--- src/rtl/alu_pkg.sv ---
// Shared definitions for the ALU operand sequencer: opcode encodings,
// field widths and the sequencer state type.
package alu_pkg;

    localparam int OPW    = 3;
    localparam int DATA_W = 8;
    localparam int RES_W  = 16;

    localparam logic [OPW-1:0] OP_ADD = 3'd0;
    localparam logic [OPW-1:0] OP_SUB = 3'd1;
    localparam logic [OPW-1:0] OP_MUL = 3'd2;
    localparam logic [OPW-1:0] OP_DIV = 3'd3;
    localparam logic [OPW-1:0] OP_EXP = 3'd4;

    typedef enum logic {
        IDLE  = 1'b0,
        DRIVE = 1'b1
    } state_t;

    // Opcodes above EXP have no ALU strobe behind them.
    function automatic logic op_legal(input logic [OPW-1:0] op);
        return (op <= OP_EXP);
    endfunction

endpackage

--- src/rtl/alu_op_sequencer.sv ---
// Operand/opcode sequencer in front of the combinational 8-bit signed ALU.
// Latches A/B from DIN, drives one opcode strobe for SETTLE_CYCLES cycles,
// then captures ALU_R/ALU_OVF and pulses DONE.
// Optional build macro: DIV_ZERO_GUARD_EN rejects DIV with B == 0 as an error.
//
// state | meaning
// IDLE  | operands loadable, waiting for GO
// DRIVE | operands and one strobe held for the settle window
module alu_op_sequencer
    import alu_pkg::*;
#(
    parameter int SETTLE_CYCLES = 2
) (
    input  logic              CLK,
    input  logic              RST_N,
    input  logic [DATA_W-1:0] DIN,
    input  logic              LOAD_A,
    input  logic              LOAD_B,
    input  logic [OPW-1:0]    OP,
    input  logic              GO,
    input  logic [RES_W-1:0]  ALU_R,
    input  logic              ALU_OVF,
    output logic [DATA_W-1:0] A_OUT,
    output logic [DATA_W-1:0] B_OUT,
    output logic              ADD,
    output logic              SUB,
    output logic              MUL,
    output logic              DIV,
    output logic              EXP,
    output logic [RES_W-1:0]  RES,
    output logic              RES_OVF,
    output logic              BUSY,
    output logic              DONE,
    output logic              ERR
);

    localparam int CNT_W = (SETTLE_CYCLES > 1) ? $clog2(SETTLE_CYCLES) : 1;
    localparam logic [CNT_W-1:0] CNT_LAST = CNT_W'(SETTLE_CYCLES - 1);

    state_t              state_q, state_d;
    logic [DATA_W-1:0]   a_q, b_q;
    logic [DATA_W-1:0]   b_next;
    logic [OPW-1:0]      op_q;
    logic [CNT_W-1:0]    cnt_q;
    logic [RES_W-1:0]    res_q;
    logic                ovf_q, done_q, err_q;
    logic                go_ok, start, reject, capture;

    // A load in the GO cycle must be visible to the guard check.
    assign b_next = LOAD_B ? DIN : b_q;

`ifdef DIV_ZERO_GUARD_EN
    assign go_ok = op_legal(OP) && !((OP == OP_DIV) && (b_next == '0));
`else
    assign go_ok = op_legal(OP);
`endif

    // Next-state decode: accept or reject GO in IDLE, leave DRIVE on terminal count.
    always_comb begin
        state_d = state_q;
        start   = 1'b0;
        reject  = 1'b0;
        capture = 1'b0;
        case (state_q)
            IDLE: begin
                if (GO) begin
                    if (go_ok) begin
                        start   = 1'b1;
                        state_d = DRIVE;
                    end else begin
                        reject  = 1'b1;
                    end
                end
            end
            DRIVE: begin
                if (cnt_q == '0) begin
                    capture = 1'b1;
                    state_d = IDLE;
                end
            end
            default: state_d = IDLE;
        endcase
    end

    // State register.
    always_ff @(posedge CLK or negedge RST_N) begin
        if (!RST_N) state_q <= IDLE;
        else        state_q <= state_d;
    end

    // Operand, opcode, settle down-counter, result and status registers.
    always_ff @(posedge CLK or negedge RST_N) begin
        if (!RST_N) begin
            a_q    <= '0;
            b_q    <= '0;
            op_q   <= '0;
            cnt_q  <= '0;
            res_q  <= '0;
            ovf_q  <= 1'b0;
            done_q <= 1'b0;
            err_q  <= 1'b0;
        end else begin
            done_q <= capture | reject;
            if (state_q == IDLE) begin
                if (LOAD_A) a_q <= DIN;
                if (LOAD_B) b_q <= DIN;
            end
            if (start) begin
                op_q  <= OP;
                err_q <= 1'b0;
                cnt_q <= CNT_LAST;
            end else if ((state_q == DRIVE) && (cnt_q != '0)) begin
                cnt_q <= cnt_q - CNT_W'(1);
            end
            if (reject) err_q <= 1'b1;
            if (capture) begin
                res_q <= ALU_R;
                ovf_q <= ALU_OVF;
            end
        end
    end

    // One-hot strobe decode; everything low outside DRIVE so reset kills it at once.
    always_comb begin
        ADD = 1'b0;
        SUB = 1'b0;
        MUL = 1'b0;
        DIV = 1'b0;
        EXP = 1'b0;
        if (state_q == DRIVE) begin
            case (op_q)
                OP_ADD:  ADD = 1'b1;
                OP_SUB:  SUB = 1'b1;
                OP_MUL:  MUL = 1'b1;
                OP_DIV:  DIV = 1'b1;
                OP_EXP:  EXP = 1'b1;
                default: ;
            endcase
        end
    end

    assign A_OUT   = a_q;
    assign B_OUT   = b_q;
    assign RES     = res_q;
    assign RES_OVF = ovf_q;
    assign BUSY    = (state_q == DRIVE);
    assign DONE    = done_q;
    assign ERR     = err_q;

endmodule

--- config.mk ---
export PLATFORM = sky130hd
export DESIGN_NAME = alu_op_sequencer
export DESIGN_NICKNAME = d
export VERILOG_FILES = /design/src/rtl/alu_pkg.sv /design/src/rtl/alu_op_sequencer.sv
export SDC_FILE = /design/constraint.sdc
export NUM_CORES = 1
export LEC_CHECK = 0
export ABC_AREA = 1
export BUFFER_PORTS_ARGS = -buffer_cell sky130_fd_sc_hd__buf_2
export CAP_MARGIN = 15
export CORE_ASPECT_RATIO = 0.75
export CORE_MARGIN = 1
export CORE_UTILIZATION = 41
export DETAILED_ROUTE_END_ITERATION = 16
export GPL_TIMING_DRIVEN = 0
export HOLD_SLACK_MARGIN = 0.02
export PLACE_DENSITY = 0.74
export SLEW_MARGIN = 30
export SYNTH_ARGS = -nofsm -noshare
export SYNTH_HDL_FRONTEND = slang
export SYNTH_SLANG_ARGS = --single-unit
--- constraint.sdc ---
create_clock -name CLK -period 1 [get_ports CLK]
set_input_delay 0.1 -clock CLK [delete_from_list [all_inputs] [get_ports CLK]]
set_output_delay 0.1 -clock CLK [all_outputs]
set_load 0.005 [all_outputs]
==> results of run 1 <==
==> per-layer routing <==
layer | routed length [um] | global-route usage | up-vias
li1 | - | - | 722
met1 | 1660 | 0.240 | 664
met2 | 1710 | 0.299 | 56
met3 | 245 | 0.0539 | 5
met4 | 35 | 0.0566 | 0
met5 | 0 | 0 | -
==> final cells by class <==
| cell class | count | area share |
|---|---|---|
| clock buffer | 8 | 0.0378 |
| inverter | 12 | 0.0199 |
| multi-input combinational | 112 | 0.263 |
| buffer | 7 | 0.0362 |
| sequential | 40 | 0.420 |
| timing repair buffer | 82 | 0.195 |
| tap | 52 | 0.0273 |
==> cell families after synthesis <==
group | after synthesis | share of synthesized area
AO/OA/AOI/OAI | 21 | 0.0673
AND/OR/NAND/NOR | 91 | 0.250
flip-flops | 40 | 0.619
buffers and inverters | 19 | 0.0642
==> flip-flops by register name, indices dropped and copies added (netlist names) <==
signal / cells
ERR: 1
B_OUT: 8
RES_OVF: 1
A_OUT: 8
BUSY: 1
DONE: 1
op_q: 3
RES: 16
cnt_q: 1
==> how the worst max path moves through the flow <==
stage                   startpoint  cells past startpoint                    to  slack [ns]
floorplan           BUSY$_DFF_PN0_                      5  A_OUT[4]$_DFFE_PN0P_        0.02
detailed placement  BUSY$_DFF_PN0_                      3        DONE$_DFF_PN0_       -0.15
CTS                 BUSY$_DFF_PN0_                      4                   ADD       -0.31
finish              BUSY$_DFF_PN0_                      4                   SUB       -0.29
global placement    BUSY$_DFF_PN0_                      3        DONE$_DFF_PN0_       -0.10
global route        BUSY$_DFF_PN0_                      4                   ADD       -0.36
==> cell usage in the layout, fill, tap and decap left out, drive strengths merged <==
master	instances
o21ai	21
buf	88
clkbuf	9
nor2	2
inv	12
nor3	4
nand2	64
nand3	20
dfrtp	40
or2	1
==> stage by stage <==
stage	hold slack [ns]	worst slack, ns	util
finish	-0.0740	-0.294	0.643
global route	-0.0147	-0.357	0.643
CTS	-0.0419	-0.309	0.612
detailed placement	0.265	-0.148	0.552
global placement	0.260	-0.102	0.552
floorplan	-0.196	0.0182	-
==> power by group <==
part	internal [mW]	switching, mW
logic	1.53	1.58
registers	2.34	0.434
clock network	0.562	0.505
total	4.43	2.51
==> timing repair <==
action	in CTS	in global routing
endpoints found under the hold margin	40	40
gates cloned	2	1
setup buffers	3	3
setup endpoints to repair	38	40
resized for setup	29	24
pin swaps	0	15
==> critical path, stage by stage (launching register included) <==
cell and delay, ns:
dfrtp_2 0.42, inv_4 0.04, or2_4 0.24, nor3_2 0.09
buf_2 0.13
==> summary.md, run 1 <==
| Metric | Value |
|---|---|
| Clk root buf | `clkbuf_8` |
| Placed cell count | `296` |
| Synthesis Warnings | `0` |
| HPWL after detailed placement | `2450 um` |
| Die ar. | `4200 um2` |
| Worst hold margin | `-0.0740 ns` |
| Crit Path Max Fanout | `4` |
| Endpoints failing setup | `42` |
| Peak VDD IR | `0.00125 V` |
| Slew @ Worst Pin | `0.862 ns` |
| Hold crit path type | `in -> async` |
| Ranking of synthesized cells by area | `dfrtp_1, nand2_1, nand3_1` |
| Synth top area share | `0.619` |
| TritonCTS clock tree | `yes` |
| Final WS setup | `-0.294 ns` |
| Clk_skew | `0.00460 ns` |
| Routed via count | `1447` |
| Clock sinks | `40` |
| Gate Count Post-Synth | `171` |
| Most frequent cell after synthesis | `nand2_1` |
| P&R area growth vs syn | `47.3%` |
| Sequential fraction of the synthesis area | `0.619` |
| CTS buffer count | `5` |
| I/O Buffers | `73` |
| Top post-synthesis cells by count | `nand2_1, dfrtp_1, nand3_1, o21ai_0, inv_1` |
| Max clock buf depth | `2` |
| Post-synth cell types | `16` |
| Avg Synthesized Cell Area | `9.46 um2` |
| Non-filler instance count after layout | `313` |
| First-pass GRT wire length | `5810 um` |
| Sum Neg Setup Slack | `-3.66 ns` |
| Initial drt markers | `100` |
| Max Clock Freq | `773 MHz` |
| Gp weighted congestion | `0.723` |
| Register-to-register path setup slack | `-0.13 ns` |
| Share of layout cells above drive strength 1 | `0.479` |
| CP startpoint kind | `flop` |
| Seq. cell area | `1000 um2` |
| Crit end category | `output pin` |
| Core ar. | `3710 um2` |
| Area of the multi-input gates | `627 um2` |
| Nets@finish | `293` |
| # diodes | `0` |
| Synth Cell Area | `1620 um2` |
| RR Endpoint | `A_OUT[6]$_DFFE_PN0P_` |
| Chip width | `74.5 um` |
| Failing checks | `hold timing, setup timing` |
| Final hold violation count | `40` |
| Largest net degree at the start of global routing | `41` |
| Reg clk slew, reported paths | `0.07 ns` |
| Clock insertion delay at the later pin of the skew report | `0.28 ns` |
| CP required | `0.90 ns` |
| Minimum clock period | `1.29 ns` |
| Critical Path AT | `1.19 ns` |
| DRC Markers | `0` |
| Post-DR vias/cell | `4.62` |
| Slew HR | `0.425` |
| Total power | `6.94 mW` |
| Yosys top cell by area | `dfrtp_1` |
| FF-to-FF Start | `BUSY$_DFF_PN0_` |
| Antenna violations before repair | `0` |
| Critical setup path kind | `reg -> out` |
| Remaining antenna violation count after routing | `0` |
| Final instance area | `2380 um2` |
| Gr ovfl total | `0` |
| Ys flop type | `dfrtp_1` |
| Max-slew violations | `0` |
| Floorplan row count | `19` |
| FF+latch count, synth | `40` |
| Average routed wire per standard cell | `11.7 um` |
| Overall routed net length | `3650 um` |
| RSZ-0062 raised after global routing | `yes` |
| I/O pin count | `74` |
| Gr usage total | `0.185` |
| DR pass1 iterations | `4` |
| Leakage | `1.30 nW` |
| Starting Density | `0.436` |
| R2r worst-path depth | `6` |
| Max H-tree Level | `2` |
| Syn_nets | `204` |
| Die height | `56.4 um` |
| # Max-Cap Violations | `0` |
| Post-placement cell area | `2050 um2` |
| Number of flops mapped to enable cells by yosys | `0` |
| Ys async rst share | `1.00` |
| Tcrit/Tclk final | `1.29` |
| Status | `finished with violations` |
| Fillcell total | `320` |
| Vias in the first global route | `1297` |
| Cell Pwr Density | `2910 nW/um2` |
Power figures use the tool's default switching activity.
==> run 2, diff against run 1 <==
--- a/config.mk
+++ b/config.mk
@@ -14,7 +14,7 @@
 export DETAILED_ROUTE_END_ITERATION = 16
 export GPL_TIMING_DRIVEN = 0
 export HOLD_SLACK_MARGIN = 0.02
-export PLACE_DENSITY = 0.74
+export PLACE_DENSITY_LB_ADDON = 0.05
 export SLEW_MARGIN = 30
 export SYNTH_ARGS = -nofsm -noshare
 export SYNTH_HDL_FRONTEND = slang
==> summary.md, run 2 (synthesis gave the netlist of run 1 again) <==
| Metric | Value |
|---|---|
| RSZ-0062 raised after global routing | `yes` |
| Area of the multi-input gates | `682 um2` |
| Initial drt markers | `67` |
| WHS Endpoint | `RES[6]$_DFFE_PN0P_` |
| First-pass GRT wire length | `6040 um` |
| Slew @ Worst Pin | `0.500 ns` |
| Most frequent cells in the layout | `buf_2, nand2_1, dfrtp_1` |
| Slew HR | `0.666` |
| R2r worst-path depth | `6` |
| Max H-tree Level | `2` |
| Vias in the first global route | `1318` |
| Reg clk slew, reported paths | `0.08 ns` |
| Clk root buf | `clkbuf_8` |
| Worst hold margin | `0.0261 ns` |
| RR Endpoint | `B_OUT[3]$_DFFE_PN0P_` |
| Share of layout cells above drive strength 1 | `0.526` |
| CP startpoint kind | `flop` |
| Peak VDD IR | `0.00134 V` |
| Gr ovfl total | `0` |
| Die height | `56.4 um` |
| DR pass1 iterations | `4` |
| Chip width | `74.5 um` |
| Gp weighted congestion | `0.713` |
| Core ar. | `3710 um2` |
| Antenna violations before repair | `0` |
| Tcrit/Tclk final | `1.32` |
| Fillcell total | `325` |
| FF-to-FF Start | `BUSY$_DFF_PN0_` |
| I/O Buffers | `73` |
| # Max-Cap Violations | `0` |
| Max-slew violations | `0` |
| Final core occ | `0.685` |
| Seq. cell area | `1000 um2` |
| Gr usage total | `0.199` |
| Minimum clock period | `1.32 ns` |
| Max clock buf depth | `2` |
| Starting Density | `0.436` |
| Hold crit path type | `in -> reg` |
| Clock sinks | `40` |
| TritonCTS clock tree | `yes` |
| Cell Pwr Density | `2980 nW/um2` |
| Floorplan row count | `19` |
| CTS buffer count | `5` |
| Crit end category | `output pin` |
| Nets@finish | `298` |
| Crit Path Max Fanout | `3` |
| Clk_skew | `0.00632 ns` |
| Clock insertion delay at the later pin of the skew report | `0.30 ns` |
| Critical Path AT | `1.22 ns` |
| Worst Hold Depth | `3` |
| P&R area growth vs syn | `56.9%` |
| I/O pin count | `74` |
| Post-DR vias/cell | `4.69` |
| DRC Markers | `0` |
| Total power | `7.55 mW` |
| Critical setup path kind | `reg -> out` |
| Final WS setup | `-0.324 ns` |
| Hold path startpoint | `ALU_R[6]` |
| Status | `finished with violations` |
| Remaining antenna violation count after routing | `0` |
| Average routed wire per standard cell | `13.6 um` |
| Final hold violation count | `0` |
| Leakage | `1.36 nW` |
| CP required | `0.90 ns` |
| Largest net degree at the start of global routing | `41` |
| Max Clock Freq | `756 MHz` |
| Register-to-register path setup slack | `-0.19 ns` |
| Commonest non-fill, non-tap cell in the layout | `buf_2` |
| Overall routed net length | `4330 um` |
| HPWL after detailed placement | `2540 um` |
| Failing checks | `setup timing` |
| Endpoints failing setup | `44` |
| # diodes | `0` |
| Die ar. | `4200 um2` |
| Max reg flops | `16` |
| Routed via count | `1493` |
## run 2: cell types whose count changed in the layout (fill, tap and decap cells not counted), moves of 2 or more
cell,previous run,this run
o21ai_2,4,12
o21ai_0,8,1
nand2_1,58,56
nand2_2,3,5
clkbuf_16,1,3
o21ai_1,9,7
## run 2: final cells by class
class / count / area share
Multi-Input combinational cell: 112 / 0.269
Sequential cell: 40 / 0.394
Clock buffer: 6 / 0.0286
Clock inverter: 2 / 0.0138
Inverter: 12 / 0.0177
Buffer: 7 / 0.0340
Timing Repair Buffer: 87 / 0.217
Tap cell: 52 / 0.0256
## run 2: how the worst max path moves through the flow
stage                           end  slack [ns]      startpoint
2_1_floorplan  A_OUT[4]$_DFFE_PN0P_        0.02  BUSY$_DFF_PN0_
3_3_place_gp         DONE$_DFF_PN0_       -0.14  BUSY$_DFF_PN0_
3_5_place_dp         DONE$_DFF_PN0_       -0.13  BUSY$_DFF_PN0_
4_1_cts                         ADD       -0.32  BUSY$_DFF_PN0_
5_1_grt                         ADD       -0.40  BUSY$_DFF_PN0_
6_report                        ADD       -0.32  BUSY$_DFF_PN0_
## run 2: per-stage QoR
step / instance area [um2] / TNS, ns / cells / setup slack (ns)
2_1_floorplan: 1620 / 0 / 171 / 0.0182
3_3_place_gp: 2050 / -2.36 / 296 / -0.142
3_5_place_dp: 2050 / -2.39 / 296 / -0.125
4_1_cts: 2290 / -3.35 / 309 / -0.323
5_1_grt: 2540 / -7.80 / 318 / -0.404
6_report: 2540 / -5.28 / 318 / -0.324
## run 2: what timing repair did
item                                    in CTS  in global routing
setup buffers                                3                  6
hold endpoints to repair                    40                 40
gates resized for setup                     30                 43
pin swaps                                    1                  5
endpoints found under the setup margin      38                 39
gates cloned                                 2                  3
## run 2: worst max-delay path: stages, from the launching register on
cell and delay, ns:
dfrtp_1 0.41, inv_2 0.05, or2_4 0.24, nor3_2 0.09, buf_2 0.13
## run 2: metal layers
metal,track usage,share of wire,up-vias
met1,0.275,0.47,704
met4,0.102,0.022,0
li1,-,-,735
met5,0,0,-
met2,0.286,0.46,44
met3,0.0557,0.049,10
## run 2: report_power, final
group	total (mW)	switching [mW]	internal (mW)
sequential	2.75	0.414	2.34
clock	1.31	0.566	0.740
combinational	3.50	1.78	1.72
total	7.55	2.76	4.79
